<file path="src/rtl/cop_wb_queue.sv">
// Writeback queue between the photon ISE co-processor interface and the core
// register-file writeback port, with a pending-write lookup for the scoreboard.
module cop_wb_queue #(
  parameter int unsigned DEPTH = 2,
  parameter int unsigned AW    = 1
) (
  input  logic        cop_clk,
  input  logic        cop_rst,
  input  logic        cop_wr,
  input  logic [31:0] cop_insn,
  input  logic [31:0] cop_rd,
  output logic        cop_rdywr,
  input  logic        flush,
  output logic        wb_valid,
  input  logic        wb_ready,
  output logic [4:0]  wb_addr,
  output logic [31:0] wb_data,
  input  logic [4:0]  chk_addr,
  output logic        chk_hit,
  output logic        ovf_err
);

  logic [4:0]  addr_q [DEPTH];
  logic [31:0] data_q [DEPTH];
  logic [AW-1:0] wp_q, wp_d, rp_q, rp_d;
  logic [AW:0]   cnt_q, cnt_d;
  logic          cop_wr_q;
  logic          ovf_q;

  logic        full, empty, acc, push, pop, ovf_set;
  logic [4:0]  dst;

  assign dst       = cop_insn[11:7];
  assign full      = (cnt_q == (AW+1)'(DEPTH));
  assign empty     = (cnt_q == '0);
  assign cop_rdywr = ~full;
  assign acc       = cop_wr & cop_rdywr;
  // Writes to x0 retire the instruction but never occupy a slot.
  assign push      = acc & (dst != 5'd0);
  assign pop       = wb_valid & wb_ready;
  // A strobe held across a stall is legal; only a fresh strobe while full is an error.
  assign ovf_set   = cop_wr & full & ~cop_wr_q;

  assign wb_valid = ~empty;
  assign wb_addr  = empty ? 5'd0 : addr_q[rp_q];
  assign wb_data  = empty ? 32'd0 : data_q[rp_q];
  assign ovf_err  = ovf_q;

  always_comb begin
    wp_d  = wp_q;
    rp_d  = rp_q;
    cnt_d = cnt_q;
    if (flush) begin
      wp_d  = '0;
      rp_d  = '0;
      cnt_d = '0;
    end else begin
      if (push) wp_d = wp_q + AW'(1);
      if (pop)  rp_d = rp_q + AW'(1);
      unique case ({push, pop})
        2'b10:   cnt_d = cnt_q + (AW+1)'(1);
        2'b01:   cnt_d = cnt_q - (AW+1)'(1);
        default: cnt_d = cnt_q;
      endcase
    end
  end

  // An entry is occupied when its distance from the read pointer is below the count.
  always_comb begin
    logic [AW-1:0] off;
    chk_hit = 1'b0;
    off     = '0;
    for (int i = 0; i < DEPTH; i++) begin
      off = AW'(i) - rp_q;
      if (({1'b0, off} < cnt_q) && (addr_q[i] == chk_addr) && (chk_addr != 5'd0)) begin
        chk_hit = 1'b1;
      end
    end
  end

  always_ff @(posedge cop_clk or posedge cop_rst) begin
    if (cop_rst) begin
      wp_q     <= '0;
      rp_q     <= '0;
      cnt_q    <= '0;
      cop_wr_q <= 1'b0;
      ovf_q    <= 1'b0;
      for (int i = 0; i < DEPTH; i++) begin
        addr_q[i] <= '0;
        data_q[i] <= '0;
      end
    end else begin
      wp_q     <= wp_d;
      rp_q     <= rp_d;
      cnt_q    <= cnt_d;
      cop_wr_q <= cop_wr;
      if (ovf_set) ovf_q <= 1'b1;
      if (push && !flush) begin
        addr_q[wp_q] <= dst;
        data_q[wp_q] <= cop_rd;
      end
    end
  end

endmodule
</file>
<file path="config.mk">
export PLATFORM = sky130hd
export DESIGN_NAME = cop_wb_queue
export DESIGN_NICKNAME = d
export VERILOG_FILES = /design/src/rtl/cop_wb_queue.sv
export SDC_FILE = /design/constraint.sdc
export NUM_CORES = 1
export LEC_CHECK = 0
export CAP_MARGIN = 20
export CORE_MARGIN = 2
export CORE_UTILIZATION = 43
export CTS_CLUSTER_DIAMETER = 120
export DETAILED_ROUTE_END_ITERATION = 6
export PLACE_DENSITY = 0.73
export SKIP_CTS_REPAIR_TIMING = 1
export SYNTH_ARGS = -nofsm -noshare
export SYNTH_HDL_FRONTEND = slang
export SYNTH_SLANG_ARGS = --single-unit
</file>
<file path="constraint.sdc">
create_clock -name cop_clk -period 2.8 [get_ports cop_clk]
set_input_delay 0.84 -clock cop_clk [delete_from_list [all_inputs] [get_ports cop_clk]]
set_output_delay 0.84 -clock cop_clk [all_outputs]
set_load 0.01 [all_outputs]
</file>
==> metrics.md <==
| Metric | Value |
|---|---|
| Cell Rows | `34` |
| Starting density of the core | `approximately 45%` |
| Hold crit path type | `flip-flop to flip-flop` |
| Clk Latency, worst-skew pair | `about 0.33 ns` |
| DRC errors left | `0` |
| Area leader, netlist | `dfrtp_1` |
| Area of the multi-input gates | `about 0.0018 sq mm` |
| Drt wl/cell | `about 16 um` |
| Final setup viols | `1` |
| Number of hold violations in the final report | `0` |
| Initial antenna violation count | `0` |
| Antenna-violating nets left | `0` |
| Syn-to-layout area delta | `34.9%` |
| Setup_tns | `-0.0662 ns` |
| CTS tree | `built` |
| DRT iter0 DRCs | `52` |
| Max H-tree Level | `3` |
| Top cells by area, synth | `dfrtp_1, mux2_2, mux2_4, mux2i_1, nor2_1` |
| Required time of the critical path | `around 2 ns` |
| Crit share post-route | `102%` |
| Synthesized area per cell | `roughly 14 sq um` |
| CP startpoint kind | `input pin` |
| Die width | `~100 um` |
| Outcome | `finished with violations` |
| GRT Residual Overflow | `0` |
| IO buf count | `87` |
| CTS Buf Count | `9` |
| Full die area | `0.00993 sq mm` |
| CP arrival | `a little over 2 ns` |
| Pin count of the biggest net entering global routing | `81` |
| Sink Count | `80` |
| Setup WS post-layout | `-0.0662 ns` |
| Slew HR | `a little under three quarters` |
| Crit Path Category | `input pin to primary output` |
| Final wirelength | `slightly above 8 mm` |
| Failing checks | `negative setup slack` |
| Drt via density | `5.02` |
| Slew at the pin closest to its max-slew limit | `about 0.43 ns` |
| Worst slack, placed | `-0.807 ns` |
| Filler cells | `just over 700` |
| CTS Buffer Depth | `2` |
| Netlist Area Pre-Place | `between 0.003 and 0.004 sq mm` |
| Sequential share of the synthesized area | `50.9%` |
| Nets | `about 470` |
| Crit path time final | `approximately 2.9 ns` |
| CP Max Fanout | `2` |
| Vias | `between 2,000 and 3,000` |
| Distinct cells, synth | `33` |
| CP Capture Type | `primary output` |
| Final hold slack | `0.474 ns` |
| Chip height | `between 90 and 100 um` |
| Share of layout cells above drive strength 1 | `31.1%` |
| Layout Skew | `between 0.006 and 0.007 ns` |
| Placed Cells | `between 400 and 500` |
| RSZ-0062 raised after global routing | `true` |
| Post-Syn Nets | `363` |
| Post-DP HPWL | `around 5.6 mm` |
| LEAKAGE | `2.34 nW` |
| Global-route usage over all layers | `roughly 17%` |
| Max-slew violations | `0` |
| Total core area | `about 0.0088 sq mm` |
| Clk pin slew, worst setup/hold paths | `approximately 0.080 ns` |
| Vias in the first global route | `2,774` |
| Number of top-level pins | `around 120` |
| Final Wtd Congestion | `between 0.8 and 0.9` |
| Top-area cell type share of the netlist area | `between 50% and 60%` |
| Worst IR drop on VDD | `between 500 and 600 uV` |
| PwrDens | `a little over 700 mW/mm^2` |
| Synthesized instance count | `289` |
| First-pass GRT wire length | `roughly 13 mm` |
| Fin cells | `~510` |
| Root buffer cell | `clkbuf_8` |
| Synth warnings | `0` |
| Drt first pass iters | `3` |
| #FFs+latches synth | `80` |
| Diodes inserted | `0` |
| Max_cap viols | `0` |
| Register Area | `0.00200 sq mm` |
| Fmax | `approximately 350 MHz` |
-- cell families after synthesis --
kind of cell	count (synthesis)	synth area share, %
mux	112	33.7
compound gates	9	1.91
flops	80	50.9
simple gates	56	6.49
buf+inv	21	4.58
xor+xnor	11	2.45
-- layout by cell type (no fill, tap or decap), drive strengths merged --
master	n
mux2	74
clkbuf	12
bufinv	3
o2111ai	1
clkinv	2
a21boi	1
or3b	1
mux2i	38
xor2	8
nand2b	1
nor2	40
inv	4
o22a	1
a21oi	1
buf	25
clkinvlp	1
a31o	1
o21ai	2
dlymetal6s2s	2
xnor2	3
dfrtp	80
or4	4
nor3	2
nor2b	4
a31oi	1
nand2	3
a2111oi	1
nor4	1
clkdlybuf4s50	82
-- stage by stage --
stage               area, sq um  util (%)  power (mW)
finish                     5310      60.3        3.77
global route               5310      60.3        3.99
CTS                        5290      60.0        3.81
detailed placement         5040      57.2        2.77
global placement           5040      57.2        2.72
floorplan                  3940         -        2.34
-- sequential cells by signal, indices dropped and copies added (netlist names) --
signal and count:
rp_q 1, wp_q 1, addr_q 10, ovf_err 1, cop_wr_q 1, cnt_q 2
data_q 64
-- cell type report --
cell class	count	share of cell area [%]
Sequential cell	80	37.7
Timing Repair Buffer	110	21.2
Tap cell	108	2.55
Clock buffer	11	2.66
Multi-Input combinational cell	188	33.4
Clock inverter	5	1.96
Inverter	5	0.424
-- critical path: stages --
cell and delay (ns):
clkdlybuf4s50_1 0.48, buf_4 0.12, xor2_1 0.17, nor3_2 0.07, o22a_1 0.21, buf_2 0.14
-- synth_stat cells, drive strengths merged --
| cell type | n |
|---|---|
| nor4 | 1 |
| clkbuf | 2 |
| a21oi | 1 |
| inv | 5 |
| o2111ai | 1 |
| nor2b | 4 |
| nor3 | 2 |
| mux2 | 74 |
| or4 | 4 |
| a31oi | 1 |
| or3b | 1 |
| nor2 | 40 |
| a2111oi | 1 |
| nand2 | 3 |
| nand2b | 1 |
| buf | 14 |
| a21boi | 1 |
| o21ai | 2 |
| o22a | 1 |
| a31o | 1 |
| xor2 | 8 |
| mux2i | 38 |
| dfrtp | 80 |
| xnor2 | 3 |
-- routing by layer --
layer | track usage [%] | part of all wire, % | up-vias
li1 | - | - | 1215
met1 | 21.5 | 44 | 1268
met2 | 29.9 | 51 | 53
met3 | 3.44 | 3.6 | 7
met4 | 5.27 | 1.2 | 0
met5 | 0 | 0 | -
-- worst paths after layout --
check,from,slack [ns],cells past startpoint,end
worst min-delay path,ovf_err,0.47,1,ovf_err
worst max-delay path,chk_addr[1],-0.07,6,chk_hit
worst min register to register,ovf_err,0.47,1,ovf_err
worst max register to register,cnt_q[1],0.87,6,addr_q[4]
min in group asynchronous,cop_rst,0.95,3,data_q[27]
max in group asynchronous,cop_rst,1.48,3,rp_q
-- power by group --
group          leakage (nW)  total [mW]  switching [mW]  internal (mW)
logic                  1.26        1.09           0.392          0.699
registers             0.956        1.66           0.188           1.47
clock network         0.124        1.02           0.403          0.618
total                  2.34        3.77           0.983           2.79
Power figures use the tool's default switching activity.
==> edit 1: new RTL, config.mk and constraints unchanged <==
Register the output `ovf_err` once more; this adds one clock of latency there. The other outputs are not delayed to match.
--- a/src/rtl/cop_wb_queue.sv
+++ b/src/rtl/cop_wb_queue.sv
@@ -45,5 +45,7 @@
   assign wb_addr  = empty ? 5'd0 : addr_q[rp_q];
   assign wb_data  = empty ? 32'd0 : data_q[rp_q];
-  assign ovf_err  = ovf_q;
+  always_ff @(posedge cop_clk) begin
+    ovf_err <= ovf_q;
+  end
 
   always_comb begin
Behaviour: not the same (a bounded check fails within 10 cycles, from zero or initial values and one cycle with cop_rst high).
==> edit 1 against the unedited design <==
- the flow still finishes with violations (setup timing)
- first-iteration DRC count fell by 15%
- synthesized area increased by 0.51%
- total power decreased by 3.8%
- wire length is 2.7% higher
- sequential cell count grew 1
- setup slack worse by 0.032 ns
- die area is 0.49% higher
- design area up 1.6%
- critical path type unchanged
- critical endpoint unchanged
- largest cell class unchanged
- largest power group unchanged
==> edit 1: results (changes against the unedited design) <==
post-place setup slack -0.890 ns (-0.0834 ns); worst clock skew 0.00972 ns (+0.00325 ns); Peak VDD IR 0.000373 V (-33%); met2 GRT Util 31.4% (+1.5 points); drt initial violations 44 (-15%); Netlist cell types 34 (+3.0%); via/cell ratio 5.09 (+1.5%); final net count 472 (+0.85%); Yosys reg bits 81 (+1.3%); router iterations before antenna repair 4 (+1); Clock buf/inv share 3.64% (-0.98 points); Signal buffers 113 (+2.7%); worst skew pair latency 0.35 ns (+0.02 ns); Antenna diodes 0 (unchanged); non-clk buf share 22.9% (+1.6 points); Post-synth ARST share 98.8% (-1.2 points); Clock transition at path regs 0.08 ns (about the same); share of layout cells above drive strength 1 32.0% (+0.93 points); Lkg Pwr 2.60 nW (+11%); top cells by count, synth dfrtp_1 (80), mux2_2 (42), nor2_1 (40); Num CTS Buffers 9 (unchanged); Inst Count DP 493 (+0.41%); WL met2 4.32 mm (+3.8%); drt total wl 8.42 mm (+2.7%); met3 Use GR 4.67% (+1.2 points); Clock Power 0.000839 W (-18%); worst-margin pin slew 0.596 ns (+0.169 ns); Mean Syn Cell Area 13.6 um^2 (+0.16%); Seq area share 37.5% (-0.22 points); Setup TNS -0.0981 ns (-0.0319 ns); vias in the first global route 2886 (+4.0%); synth top area cells dfrtp_1 (51%), mux2_2 (12%), mux2_4 (11%); outcome complete, but fails checks; Final WS setup -0.0981 ns (-0.0319 ns); largest net degree at the start of global routing 33 (-59%); first-pass GRT wire length 13.9 mm (+3.8%); post-DP HPWL 5.83 mm (+4.6%); Routability Congestion 0.857 (+1.6%); worst hold path class reg -> reg; NetSw 0.000992 W (+0.96%); Post-DP Area 0.00507 mm^2 (+0.55%); met1 usage 21.4% (-0.12 points); Tot GR Track Use 17.8% (+0.69 points); vias 2601 (+2.3%); final instance area 0.00539 mm^2 (+1.6%); fraction of area in multi-input gates 33.0% (-0.40 points); failing checks setup timing; DR WL met3 343 um (+18%); fill cell count 743 (+3.3%); Post-Syn Nets 364 (+0.28%); Root Driver clkbuf_8; final setup vio count 1 (unchanged); Switching Share 27.4% (+1.3 points); WL met1 3.62 mm (-0.74%); Seq/Total Area, Yosys 51.1% (+0.25 points)
==> edit 1: cell count changes after synthesis <==
cell | unedited run | this run
dfxtp_1 | 0 | 1
==> edit 1: kinds of logic after synthesis <==
family,Yosys count,synth area share (%)
buffers and inverters,21,4.56
xor gates and xnor gates,11,2.44
and+or+nand+nor,56,6.45
muxes,112,33.5
DFF,81,51.1
AOI/OAI and AO/OA,9,1.90
==> edit 1: worst paths after layout <==
path                             startpoint          to  slack (ns)  depth (start not counted)
worst max-delay path            chk_addr[0]     chk_hit        -0.1                          6
worst min-delay path                  ovf_q     ovf_err        0.38                          0
worst max register to register     cnt_q[1]  data_q[28]        0.88                          6
worst min register to register        ovf_q     ovf_err        0.38                          0
max in group asynchronous           cop_rst        rp_q        1.33                          3
min in group asynchronous           cop_rst  data_q[23]        0.89                          2
==> edit 1: critical path, cell delays in order <==
cell	delay (ns)
buf_6	0.09
xor2_1	0.12
or4_1	0.54
nor3_2	0.18
o22a_1	0.16
buf_2	0.12
==> edit 2: new RTL, config.mk and constraints unchanged <==
Without the edit above. The parameter `DEPTH` goes from 2 to 8.
--- a/src/rtl/cop_wb_queue.sv
+++ b/src/rtl/cop_wb_queue.sv
@@ -2,5 +2,5 @@
 // register-file writeback port, with a pending-write lookup for the scoreboard.
 module cop_wb_queue #(
-  parameter int unsigned DEPTH = 2,
+  parameter int unsigned DEPTH = 8,
   parameter int unsigned AW    = 1
 ) (
Behaviour: not the same (a bounded check fails within 4 cycles, from zero or initial values and one cycle with cop_rst high).
==> edit 2 against the unedited design <==
- clock skew is 0.0023 ns higher
- first-iteration DRC count stayed put
- synthesized area is 1.5% higher
- wire length is 0.65% lower
- count of clock-buffer cells in the layout is 2 lower
- sequential cell count stayed put
- synthesized cell count is 0.35% lower
- non-clock buffer count is 6 lower
- sequential share of layout area is 0.48 points higher
- design area is 1.2% lower
- setup slack better by 0.099 ns
- critical path type unchanged
- highest routed layer unchanged
Power is not compared: it rests on default switching activity, and its combinational part moved more than twofold at a synthesized area within 25%.
==> edit 2: results (changes against the unedited design) <==
outcome finished, final reports clean; final net count 460 (-1.7%); Netlist cell types 32 (-3.0%); Finished Layout Cells 502 (-0.99%); synth top area cells dfrtp_1 (50%), mux2_4 (15%), mux2_2 (9.6%); Routability Congestion 0.741 (-12%); capture point of the worst reg-to-reg path addr_q[34]; worst-margin pin slew 0.420 ns (-0.00652 ns); fill cell count 770 (+7.1%); Post-Syn Nets 362 (-0.28%); Tot GR Track Use 16.6% (-0.56 points); CP Max Fanout 3 (+1); Mean Syn Cell Area 13.9 um^2 (+1.9%); post-place setup slack -0.725 ns (+0.0816 ns); top cells by count, synth dfrtp_1 (80), nor2_1 (41), mux2_4 (40); Hold WS 0.478 ns (+0.00410 ns); drt total wl 8.14 mm (-0.65%); r2r setup slk 0.72 ns (-0.15 ns); router iterations before antenna repair 4 (+1); reg-to-reg startpoint cnt_q[0]; first-pass GRT wire length 13.0 mm (-3.5%); vias in the first global route 2674 (-3.6%); Tot Pwr 0.00205 W; share of layout cells above drive strength 1 30.2% (-0.90 points); post-DP HPWL 5.39 mm (-3.3%); Seq/Total Area, Yosys 50.1% (-0.76 points)
## edit 2: layout make-up
cell class	instances	share of cell area [%]
clock buffer	9	2.36
tap	111	2.65
inverter	4	0.358
multi-input combinational	187	34.6
clock inverter	7	1.03
sequential	80	38.2
timing repair buffer	104	20.8
## edit 2: metal layers
layer / track usage, % / vias to the layer above / share of wire, %
met5: 0 / - / 0
met4: 3.79 / 0 / 0.99
met3: 5.15 / 8 / 4.7
met2: 28.2 / 58 / 49
met1: 20.8 / 1278 / 45
li1: - / 1208 / -
## edit 2: worst max path at each step
stage / to / slack [ns] / depth (start not counted)
3_3_place_gp: chk_hit / -0.68 / 6
3_5_place_dp: chk_hit / -0.73 / 6
2_1_floorplan: addr_q[35] / 0.28 / 6
5_1_grt: chk_hit / -0.03 / 6
4_1_cts: chk_hit / -0.73 / 6
6_report: chk_hit / 0.03 / 6
## edit 2: cell families after synthesis
| family | synth area share [%] |
|---|---|
| AOI/OAI and AO/OA | 2.35 |
| xor gates and xnor gates | 2.85 |
| buffers and inverters | 4.92 |
| DFF | 50.1 |
| muxes | 33.9 |
| and+or+nand+nor | 5.89 |
## edit 2: power by group
group | internal, W | switching (W)
Combinational | 0.0000700 | 0.0000511
Clock | 0.000328 | 0.000443
Sequential | 0.00115 | 0.000000148
Total | 0.00155 | 0.000494
## edit 2: worst max-delay path: stages
cell and delay (ns):
dlymetal6s2s_1 0.17, xnor2_1 0.17, o2111ai_1 0.12, or3_1 0.36, a21oi_1 0.13, buf_2 0.14
## edit 2: stage by stage
step | TNS, ns | instance area (um^2)
4_1_cts | -0.787 | 5210
2_1_floorplan | 0 | 4000
6_report | 0 | 5240
3_3_place_gp | -7.95 | 5030
5_1_grt | -0.0332 | 5240
3_5_place_dp | -8.36 | 5030
